`src/rtl/immediate_encoder_if.sv`:
```
// Valid/ready bundle between an instruction sequencer (master) and immediate_encoder (slave).
interface immediate_encoder_if #(
    parameter int ADDR_W = 8
);
    logic              in_valid_i;
    logic              in_ready_o;
    logic [2:0]        fmt_i;
    logic [6:0]        opcode_i;
    logic [4:0]        rd_i;
    logic [4:0]        rs1_i;
    logic [4:0]        rs2_i;
    logic [2:0]        funct3_i;
    logic [31:0]       imm_i;
    logic [31:0]       instr_o;
    logic [ADDR_W-1:0] addr_o;
    logic              err_o;
    logic              out_valid_o;
    logic              out_ready_i;
    logic              full_o;

    modport master (
        output in_valid_i, fmt_i, opcode_i, rd_i, rs1_i, rs2_i, funct3_i, imm_i, out_ready_i,
        input  in_ready_o, instr_o, addr_o, err_o, out_valid_o, full_o
    );

    modport slave (
        input  in_valid_i, fmt_i, opcode_i, rd_i, rs1_i, rs2_i, funct3_i, imm_i, out_ready_i,
        output in_ready_o, instr_o, addr_o, err_o, out_valid_o, full_o
    );
endinterface

```
`src/rtl/immediate_encoder.sv`:
```
// Streaming RISC-V I/S/B/U/J instruction assembler with one output register stage.
// Optional immediate range checking is built only when IMM_RANGE_CHECK_EN is defined.
module immediate_encoder #(
    parameter int DEPTH  = 64,
    parameter int ADDR_W = 8
) (
    input  logic               clk,
    input  logic               reset,
    input  logic               clear_i,
    immediate_encoder_if.slave bus
);
    localparam int CW = $clog2(DEPTH) + 1;

    typedef enum logic {RUN, FULL} state_t;

    state_t            state;
    state_t            state_next;
    logic [CW-1:0]     count;
    logic [CW-1:0]     next_index;
    logic              out_valid;
    logic              err_q;
    logic [31:0]       instr_q;
    logic [ADDR_W-1:0] addr_q;
    logic              room;
    logic              in_ready;
    logic              in_hs;
    logic              out_hs;
    logic [31:0]       imm;
    logic [31:0]       enc_word;
    logic              fmt_bad;
    logic              range_bad;

    assign imm    = bus.imm_i;
    assign out_hs = out_valid && bus.out_ready_i;

    // The word being accepted is either the next one to emit (register empty) or
    // the one after the word leaving this cycle; stop once DEPTH words are taken.
    assign next_index = count + CW'(out_valid);
    assign room       = (next_index != CW'(DEPTH));
    assign in_ready   = (state == RUN) && !clear_i && room && (!out_valid || bus.out_ready_i);
    assign in_hs      = bus.in_valid_i && in_ready;

    always_comb begin
        enc_word = 32'h0000_0013;
        fmt_bad  = 1'b0;
        case (bus.fmt_i)
            3'd0: enc_word = {imm[11:0], bus.rs1_i, bus.funct3_i, bus.rd_i, bus.opcode_i};
            3'd1: enc_word = {imm[11:5], bus.rs2_i, bus.rs1_i, bus.funct3_i, imm[4:0], bus.opcode_i};
            3'd2: enc_word = {imm[12], imm[10:5], bus.rs2_i, bus.rs1_i, bus.funct3_i,
                              imm[4:1], imm[11], bus.opcode_i};
            3'd3: enc_word = {imm[31:12], bus.rd_i, bus.opcode_i};
            3'd4: enc_word = {imm[20], imm[10:1], imm[11], imm[19:12], bus.rd_i, bus.opcode_i};
            default: fmt_bad = 1'b1;
        endcase
    end

`ifdef IMM_RANGE_CHECK_EN
    // Representable means every bit above the format's sign bit copies it.
    always_comb begin
        range_bad = 1'b0;
        case (bus.fmt_i)
            3'd0, 3'd1: range_bad = !((&imm[31:11]) || !(|imm[31:11]));
            3'd2:       range_bad = !((&imm[31:12]) || !(|imm[31:12])) || imm[0];
            3'd3:       range_bad = |imm[11:0];
            3'd4:       range_bad = !((&imm[31:20]) || !(|imm[31:20])) || imm[0];
            default:    range_bad = 1'b0;
        endcase
    end
`else
    assign range_bad = 1'b0;
`endif

    always_ff @(posedge clk or negedge reset) begin
        if (!reset) begin
            state <= RUN;
        end else begin
            state <= state_next;
        end
    end

    always_comb begin
        state_next = state;
        case (state)
            RUN:     if (out_hs && (count == CW'(DEPTH - 1))) state_next = FULL;
            FULL:    state_next = FULL;
            default: state_next = RUN;
        endcase
        if (clear_i) state_next = RUN;
    end

    always_ff @(posedge clk or negedge reset) begin
        if (!reset) begin
            count <= '0;
        end else if (clear_i) begin
            count <= '0;
        end else if (out_hs) begin
            count <= count + 1'b1;
        end
    end

    always_ff @(posedge clk or negedge reset) begin
        if (!reset) begin
            out_valid <= 1'b0;
            instr_q   <= '0;
            addr_q    <= '0;
            err_q     <= 1'b0;
        end else if (clear_i) begin
            out_valid <= 1'b0;
        end else if (in_hs) begin
            out_valid <= 1'b1;
            instr_q   <= enc_word;
            addr_q    <= ADDR_W'(next_index) << 2;
            err_q     <= fmt_bad || range_bad;
        end else if (out_hs) begin
            out_valid <= 1'b0;
        end
    end

    assign bus.in_ready_o  = in_ready;
    assign bus.out_valid_o = out_valid;
    assign bus.instr_o     = instr_q;
    assign bus.addr_o      = addr_q;
    assign bus.err_o       = err_q;
    assign bus.full_o      = (state == FULL);
endmodule

```
`src/flat_wrapper.sv`:
```
// flat-port wrapper written by rule: the top's interface ports become plain ports
module immediate_encoder_flat 
#(
    parameter int DEPTH  = 64,
    parameter int ADDR_W = 8
)
  (clk, reset, clear_i, bus_in_valid_i, bus_fmt_i, bus_opcode_i, bus_rd_i, bus_rs1_i, bus_rs2_i, bus_funct3_i, bus_imm_i, bus_out_ready_i, bus_in_ready_o, bus_instr_o, bus_addr_o, bus_err_o, bus_out_valid_o, bus_full_o);
  immediate_encoder_if #(.ADDR_W(ADDR_W)) bus_i ();
  input  logic clk;
  input  logic reset;
  input  logic clear_i;
  input wire logic [$bits(bus_i.in_valid_i)-1:0] bus_in_valid_i;
  input wire logic [$bits(bus_i.fmt_i)-1:0] bus_fmt_i;
  input wire logic [$bits(bus_i.opcode_i)-1:0] bus_opcode_i;
  input wire logic [$bits(bus_i.rd_i)-1:0] bus_rd_i;
  input wire logic [$bits(bus_i.rs1_i)-1:0] bus_rs1_i;
  input wire logic [$bits(bus_i.rs2_i)-1:0] bus_rs2_i;
  input wire logic [$bits(bus_i.funct3_i)-1:0] bus_funct3_i;
  input wire logic [$bits(bus_i.imm_i)-1:0] bus_imm_i;
  input wire logic [$bits(bus_i.out_ready_i)-1:0] bus_out_ready_i;
  output wire logic [$bits(bus_i.in_ready_o)-1:0] bus_in_ready_o;
  output wire logic [$bits(bus_i.instr_o)-1:0] bus_instr_o;
  output wire logic [$bits(bus_i.addr_o)-1:0] bus_addr_o;
  output wire logic [$bits(bus_i.err_o)-1:0] bus_err_o;
  output wire logic [$bits(bus_i.out_valid_o)-1:0] bus_out_valid_o;
  output wire logic [$bits(bus_i.full_o)-1:0] bus_full_o;
  assign bus_i.in_valid_i = bus_in_valid_i;
  assign bus_i.fmt_i = bus_fmt_i;
  assign bus_i.opcode_i = bus_opcode_i;
  assign bus_i.rd_i = bus_rd_i;
  assign bus_i.rs1_i = bus_rs1_i;
  assign bus_i.rs2_i = bus_rs2_i;
  assign bus_i.funct3_i = bus_funct3_i;
  assign bus_i.imm_i = bus_imm_i;
  assign bus_i.out_ready_i = bus_out_ready_i;
  assign bus_in_ready_o = bus_i.in_ready_o;
  assign bus_instr_o = bus_i.instr_o;
  assign bus_addr_o = bus_i.addr_o;
  assign bus_err_o = bus_i.err_o;
  assign bus_out_valid_o = bus_i.out_valid_o;
  assign bus_full_o = bus_i.full_o;
  immediate_encoder #(.DEPTH(DEPTH), .ADDR_W(ADDR_W)) u_core (.clk(clk), .reset(reset), .clear_i(clear_i), .bus(bus_i));
endmodule
```
`config.mk`:
```
export PLATFORM = sky130hd
export DESIGN_NAME = immediate_encoder_flat
export DESIGN_NICKNAME = d
export VERILOG_FILES = /design/src/rtl/immediate_encoder_if.sv /design/src/rtl/immediate_encoder.sv /design/src/flat_wrapper.sv
export SDC_FILE = /design/constraint.sdc
export NUM_CORES = 1
export LEC_CHECK = 0
export ABC_AREA = 1
export CAP_MARGIN = 5
export CORE_MARGIN = 10
export CORE_UTILIZATION = 39
export DETAILED_ROUTE_END_ITERATION = 16
export MAX_ROUTING_LAYER = met4
export PLACE_DENSITY = 0.76
export SLEW_MARGIN = 0
export SYNTH_ARGS = -nofsm -noshare
export SYNTH_HDL_FRONTEND = slang
export SYNTH_SLANG_ARGS = --single-unit
```
`constraint.sdc`:
```
create_clock -name clk -period 2.01 [get_ports clk]
set_clock_uncertainty 0.2 [all_clocks]
set_input_delay 0.201 -clock clk [delete_from_list [all_inputs] [get_ports clk]]
set_output_delay 0.201 -clock clk [all_outputs]
set_load 0.01 [all_outputs]
```
### After elaboration in Yosys (flattened, before gate mapping)

Index checks and enable logic that the tools add are counted.

| storage, ports and cells | value |
|---|---|
| register bits | 48 |
| output and inout port bits | 44 |
| input bits | 65 |
| word-level logic and storage cells | 40 |

| cells by class | value |
|---|---|
| $add $sub $neg | 2 |
| reductions and logical operators | 14 |
| equal/unequal tests | 6 |
| mux-type cells | 10 |
| bitwise logic cells | 2 |

Operators by type and width:

| cell | number |
|---|---|
| 32-bit case mux with 5 select lines | 1 |
| 7-bit two-way mux | 2 |
| 7-bit by 1-bit adder with 7-bit output | 1 |
| 7-bit by 1-bit adder with 7-bit output, second input constant | 1 |
| 7-bit by 6-bit == test with 1-bit output, second input constant | 1 |
| 7-bit inequality test, second input constant | 1 |
| 3-bit by 2-bit == test with 1-bit output, second input constant | 2 |
| 1-bit logical AND | 6 |
| 1-bit two-way mux | 6 |
| 5-bit OR reduction | 1 |
| 3-bit by 1-bit == test with 1-bit output, second input constant | 1 |
| 3-bit == test, second input constant | 1 |
| 3-bit zero test | 1 |
| 3-bit nonzero test | 1 |
| 1-bit zero test | 2 |
| 1-bit inverter | 2 |
| 1-bit case mux with 2 select lines | 1 |
| 2-bit AND reduction | 1 |
| 2-bit nonzero test | 1 |
| 1-bit logical OR | 1 |

### Longest topological paths before layout

| logic depth | value |
|---|---|
| depth after elaboration | 7 |
| gate-level depth with buffers | 13 |
| depth with buffers taken out | 12 |

### Worst setup path after synthesis

Ideal clock, no wire load.

| timing path | value |
|---|---|
| kind | reg-to-reg |
| start | register u_core.out_valid (netlist: u_core.bus.out_valid_o) |
| end | register u_core.instr_q[21] (netlist: u_core.bus.instr_o[21]) |
| library setup time | 0.117 ns |
| clock period less this slack | 2.243 ns |
| stages on the path, launching flop included | 12 |
| data required time | 1.693 ns |
| data arrival time | 1.926 ns |
| slack | -0.233 ns |
| path buffers | 2 |
| cell sequence | dfrtp_1 -> ha_1 -> ha_1 -> or2_2 -> nor2_1 -> nand2_1 -> nor2_2 -> nand2_2 -> buf_6 -> buf_6 -> nand4_1 -> nand2_1 |

| between the ends | value |
|---|---|
| longest elaborated chain between the ends | 6 |
| elaborated cells between the ends (all ways) | 8 |
| those cells by class | add/sub: 1; eq/ne: 1; reduce/logical: 6 |

RTL lines:

| element | RTL line | RTL |
|---|---|---|
| start: declaration | immediate_encoder.sv:20 | `logic out_valid;` |
| start signal: assignment | immediate_encoder.sv:103 | `out_valid <= 1'b0;` |
| start signal: assignment | immediate_encoder.sv:108 | `out_valid <= 1'b0;` |
| start signal: assignment | immediate_encoder.sv:110 | `out_valid <= 1'b1;` |
| 7-bit by 1-bit adder with 7-bit output | immediate_encoder.sv:38 | `assign next_index = count + CW'(out_valid);` |
| net u_core.next_index[1] | immediate_encoder.sv:19 | `logic [CW-1:0] next_index;` |
| 7-bit inequality test | immediate_encoder.sv:39 | `assign room = (next_index != CW'(DEPTH));` |
| 1-bit logical AND (2 in series) | immediate_encoder.sv:40 | `assign in_ready = (state == RUN) && !clear_i && room && (!out_valid \|\| bus.out_ready_i);` |
| 1-bit logical AND | immediate_encoder.sv:41 | `assign in_hs = bus.in_valid_i && in_ready;` |
| 2-bit AND reduction (no source line) | n/a |  |
| end signal: assignment | immediate_encoder.sv:111 | `instr_q <= enc_word;` |
| end: declaration | immediate_encoder.sv:22 | `logic [31:0] instr_q;` |

The timed path passes the listed nets, and every way through them passes these cells.
A chain may end at the register's enable or synchronous reset.

### Final worst setup path

| timing path | value |
|---|---|
| start | register u_core.count[0] |
| end | register u_core.instr_q[22] (netlist: u_core.bus.instr_o[22]) |

| between the ends | value |
|---|---|
| longest elaborated chain between the ends | 6 |

RTL lines:

| element | RTL line | RTL |
|---|---|---|
| start: declaration | immediate_encoder.sv:18 | `logic [CW-1:0] count;` |
| start signal: assignment | immediate_encoder.sv:97 | `count <= count + 1'b1;` |
| 7-bit by 1-bit adder with 7-bit output | immediate_encoder.sv:38 |  |
| net u_core.next_index[1] | immediate_encoder.sv:19 |  |
| 7-bit inequality test | immediate_encoder.sv:39 |  |
| 1-bit logical AND (2 in series) | immediate_encoder.sv:40 |  |
| 1-bit logical AND | immediate_encoder.sv:41 |  |
| 2-bit AND reduction (no source line) | n/a |  |

The timed path passes the listed nets, and every way through them passes these cells.

==> reports/results.ini <==
[clocking]
cts_sinks = 48
cts_buffer_depth = 2
cts_inserted_buffers = 5
tritoncts = done
worst_setup_hold_path_clk_slew_ps = 100
clock_tree.htree_level_count = 2
clock_latency_ps = 300
cts_root_buffer = sky130_fd_sc_hd__clkbuf_8

[logic_synthesis]
synth-seq-area-share = 0.443
ys_types = 24
netlist_area_before_placement_um2 = 2710
synth-warning-count = 0
synth_area_leader_cell = sky130_fd_sc_hd__dfrtp_1
synth.avg_cell_area_um2 = 7.19
ys_ff_latch = 48
ys_top_cells_by_area = sky130_fd_sc_hd__dfrtp_1 44%, sky130_fd_sc_hd__nand2_1 22%, sky130_fd_sc_hd__nand4_1 11%
syn_inst = 377
synth.top_cell.area_share = 0.443

[timing]
final.setup.tns_ps = -8600
hold_viol = 0
fmaxAchievable_mhz = 441
final_period_minus_worst_setup_slack_ps = 2270
grt_setup_unrepaired = true
setup_slack_ps = -258
hold_slack_ps = 195
finalSetupViolations = 41
maxSlewViolCount = 0
final_min_period_over_clock_period = 1.13

[run]
maximum_capacitance_violations = 0

[floorplanning]
number_of_ports_placed_on_the_die_boundary = 109
design.die.area_um2 = 10700
dieHeight_um = 103
die-width_um = 103
core_region_area_um2 = 6790
starting_density_of_the_core = 0.399
std_cell_rows = 30

[global_routing]
global_route.usage.total = 0.180
grt_max_degree = 49
antenna_found_initial = 0
global_route.overflow_total = 0
grt_first_pass_wirelength_um = 14900
vias_in_the_first_global_route = 3021

[final_layout]
synthesis_to_finish_area_growth_pct = 63.4
drive_above_1_share = 0.131
layout.nets = 580
fillers = 562
num_antenna_cells = 0

[worst_setup_path]
crit_path_start_kind = flop
critPathArrivalTime_ps = 2310
worstSetupPathType = reg2reg
worstPathRequired_ps = 2050
setup.worst_path.end_class = flop
critical_path_peak_fanout = 8

[power]
power.static_leakage_nw = 2.22
ir_drop_mv = 0.318
power-per-cell-area_nw_per_um2 = 607

[detailed_routing]
route.detailed.wl_per_inst_um = 15.6
drt_pre_antenna_iters = 4
routed_wirelength_um = 9480
antenna_left = 0
drtIter0Drc = 95
detail_route.vias_per_cell = 5.00
drt_drc_violations_left = 0
vias = 3046

[placed_design]
finalWeightedCongestion = 0.901
placement.io_buffers = 106
place.detailed.hpwl_um = 6750
detailedPlace.worstSlack_ps = -291

[worst_hold_path]
worst_hold_path_type = in2async

[outcome]
status = finished, violations left
failing_checks = negative setup slack

cells in the mapped netlist:
master and instances:
sky130_fd_sc_hd__buf_2 5, sky130_fd_sc_hd__o21ai_0 11, sky130_fd_sc_hd__nand3_1 15, sky130_fd_sc_hd__buf_6 2, sky130_fd_sc_hd__buf_1 1, sky130_fd_sc_hd__xor2_1 1
sky130_fd_sc_hd__nor2_2 1, sky130_fd_sc_hd__nand3_2 1, sky130_fd_sc_hd__or2_2 5, sky130_fd_sc_hd__nand2_1 159, sky130_fd_sc_hd__a21oi_1 8, sky130_fd_sc_hd__nor2_1 17
sky130_fd_sc_hd__o21ai_1 3, sky130_fd_sc_hd__clkinv_1 1, sky130_fd_sc_hd__a21boi_0 1, sky130_fd_sc_hd__clkbuf_1 8, sky130_fd_sc_hd__buf_4 6, sky130_fd_sc_hd__nand2_2 2
sky130_fd_sc_hd__nand4_1 49, sky130_fd_sc_hd__inv_1 28, sky130_fd_sc_hd__nor3_1 1, sky130_fd_sc_hd__dfrtp_1 48, sky130_fd_sc_hd__conb_1 1, sky130_fd_sc_hd__ha_1 3
flip-flops by register name (all words and copies together) (netlist names):
register                count
u_core.bus.addr_o           6
u_core.bus.full_o           1
u_core.bus.instr_o         32
u_core.count                7
u_core.bus.err_o            1
u_core.bus.out_valid_o      1
per-stage QoR:
| step | total power [mW] | utilization | cells | instance area [µm²] |
|---|---|---|---|---|
| finish | 2.69 | 0.652 | 609 | 4430 |
| CTS | 2.69 | 0.645 | 605 | 4380 |
| global route | 2.83 | 0.652 | 609 | 4430 |
| global placement | 2.00 | 0.603 | 589 | 4090 |
| floorplan | 1.49 | - | 378 | 2740 |
| detailed placement | 2.02 | 0.603 | 589 | 4090 |
power by group:
group	switching, mW	internal, mW
logic	0.395	0.510
registers	0.0733	1.09
clock network	0.342	0.279
final timing paths:
check / startpoint / end / slack [ps] / cells past startpoint
max in group asynchronous: reset / u_core.count[4] / 1180 / 3
worst min-delay path: reset / u_core.bus.addr_o[2] / 190 / 3
worst min register to register: u_core.bus.instr_o[18] / u_core.bus.instr_o[18] / 270 / 2
worst max register to register: u_core.count[0] / u_core.bus.instr_o[22] / -260 / 11
min in group clk: u_core.bus.instr_o[18] / u_core.bus.instr_o[18] / 270 / 2
worst max-delay path: u_core.count[0] / u_core.bus.instr_o[22] / -260 / 11
cell usage in the layout (no fill, tap or decap), drive strengths merged, types with 5 or more instances in the layout:
master	instances
nand3	16
o21ai	14
clkbuf	6
buf	43
a21oi	8
nand2	161
dfrtp	48
nor2	18
nand4	49
or2	5
clkdlybuf4s50	104
inv	28
layout make-up:
class | instances | area, µm² | share of cell area
clock inverters | 2 | 15.0 | 0.00339
clock buffers | 6 | 82.6 | 0.0186
multi-input cells | 279 | 1330 | 0.300
well taps | 96 | 120 | 0.0271
flip-flops and latches | 48 | 1200 | 0.271
repair buffers | 149 | 1570 | 0.355
inverters | 29 | 109 | 0.0246
critical path, cell delays in order, from the launching register on:
cell and delay (ps):
sky130_fd_sc_hd__dfrtp_1 430, sky130_fd_sc_hd__ha_4 190, sky130_fd_sc_hd__ha_4 210, sky130_fd_sc_hd__or2_4 240
sky130_fd_sc_hd__nor2_1 90, sky130_fd_sc_hd__nand2_1 60, sky130_fd_sc_hd__nor2_2 120, sky130_fd_sc_hd__nand2_2 90
sky130_fd_sc_hd__nand3_4 160, sky130_fd_sc_hd__bufbuf_16 300, sky130_fd_sc_hd__nand2_1 50, sky130_fd_sc_hd__nand2_1 60
what timing repair did:
item,4_1_cts,5_1_grt
buffers inserted,3,4
pin swaps,1,0
resized for setup,9,5
hold endpoints to repair,48,0
gates cloned,4,0
hold buffers,1,0
setup endpoints to repair,41,41
cell families after synthesis:
| logic type | synth area share |
|---|---|
| other | 0.00138 |
| adder cells (fa/ha/maj) | 0.0138 |
| AO/OA/AOI/OAI | 0.0434 |
| XOR/XNOR | 0.00323 |
| AND/OR/NAND/NOR | 0.408 |
| flip-flops | 0.443 |
| buffers and inverters | 0.0868 |
metal layers:
layer	share of wire	GRT usage
met3	0.056	0.0339
met4	0.026	0.0802
met5	0	-
met1	0.45	0.217
met2	0.47	0.288
Power figures use the tool's default switching activity.
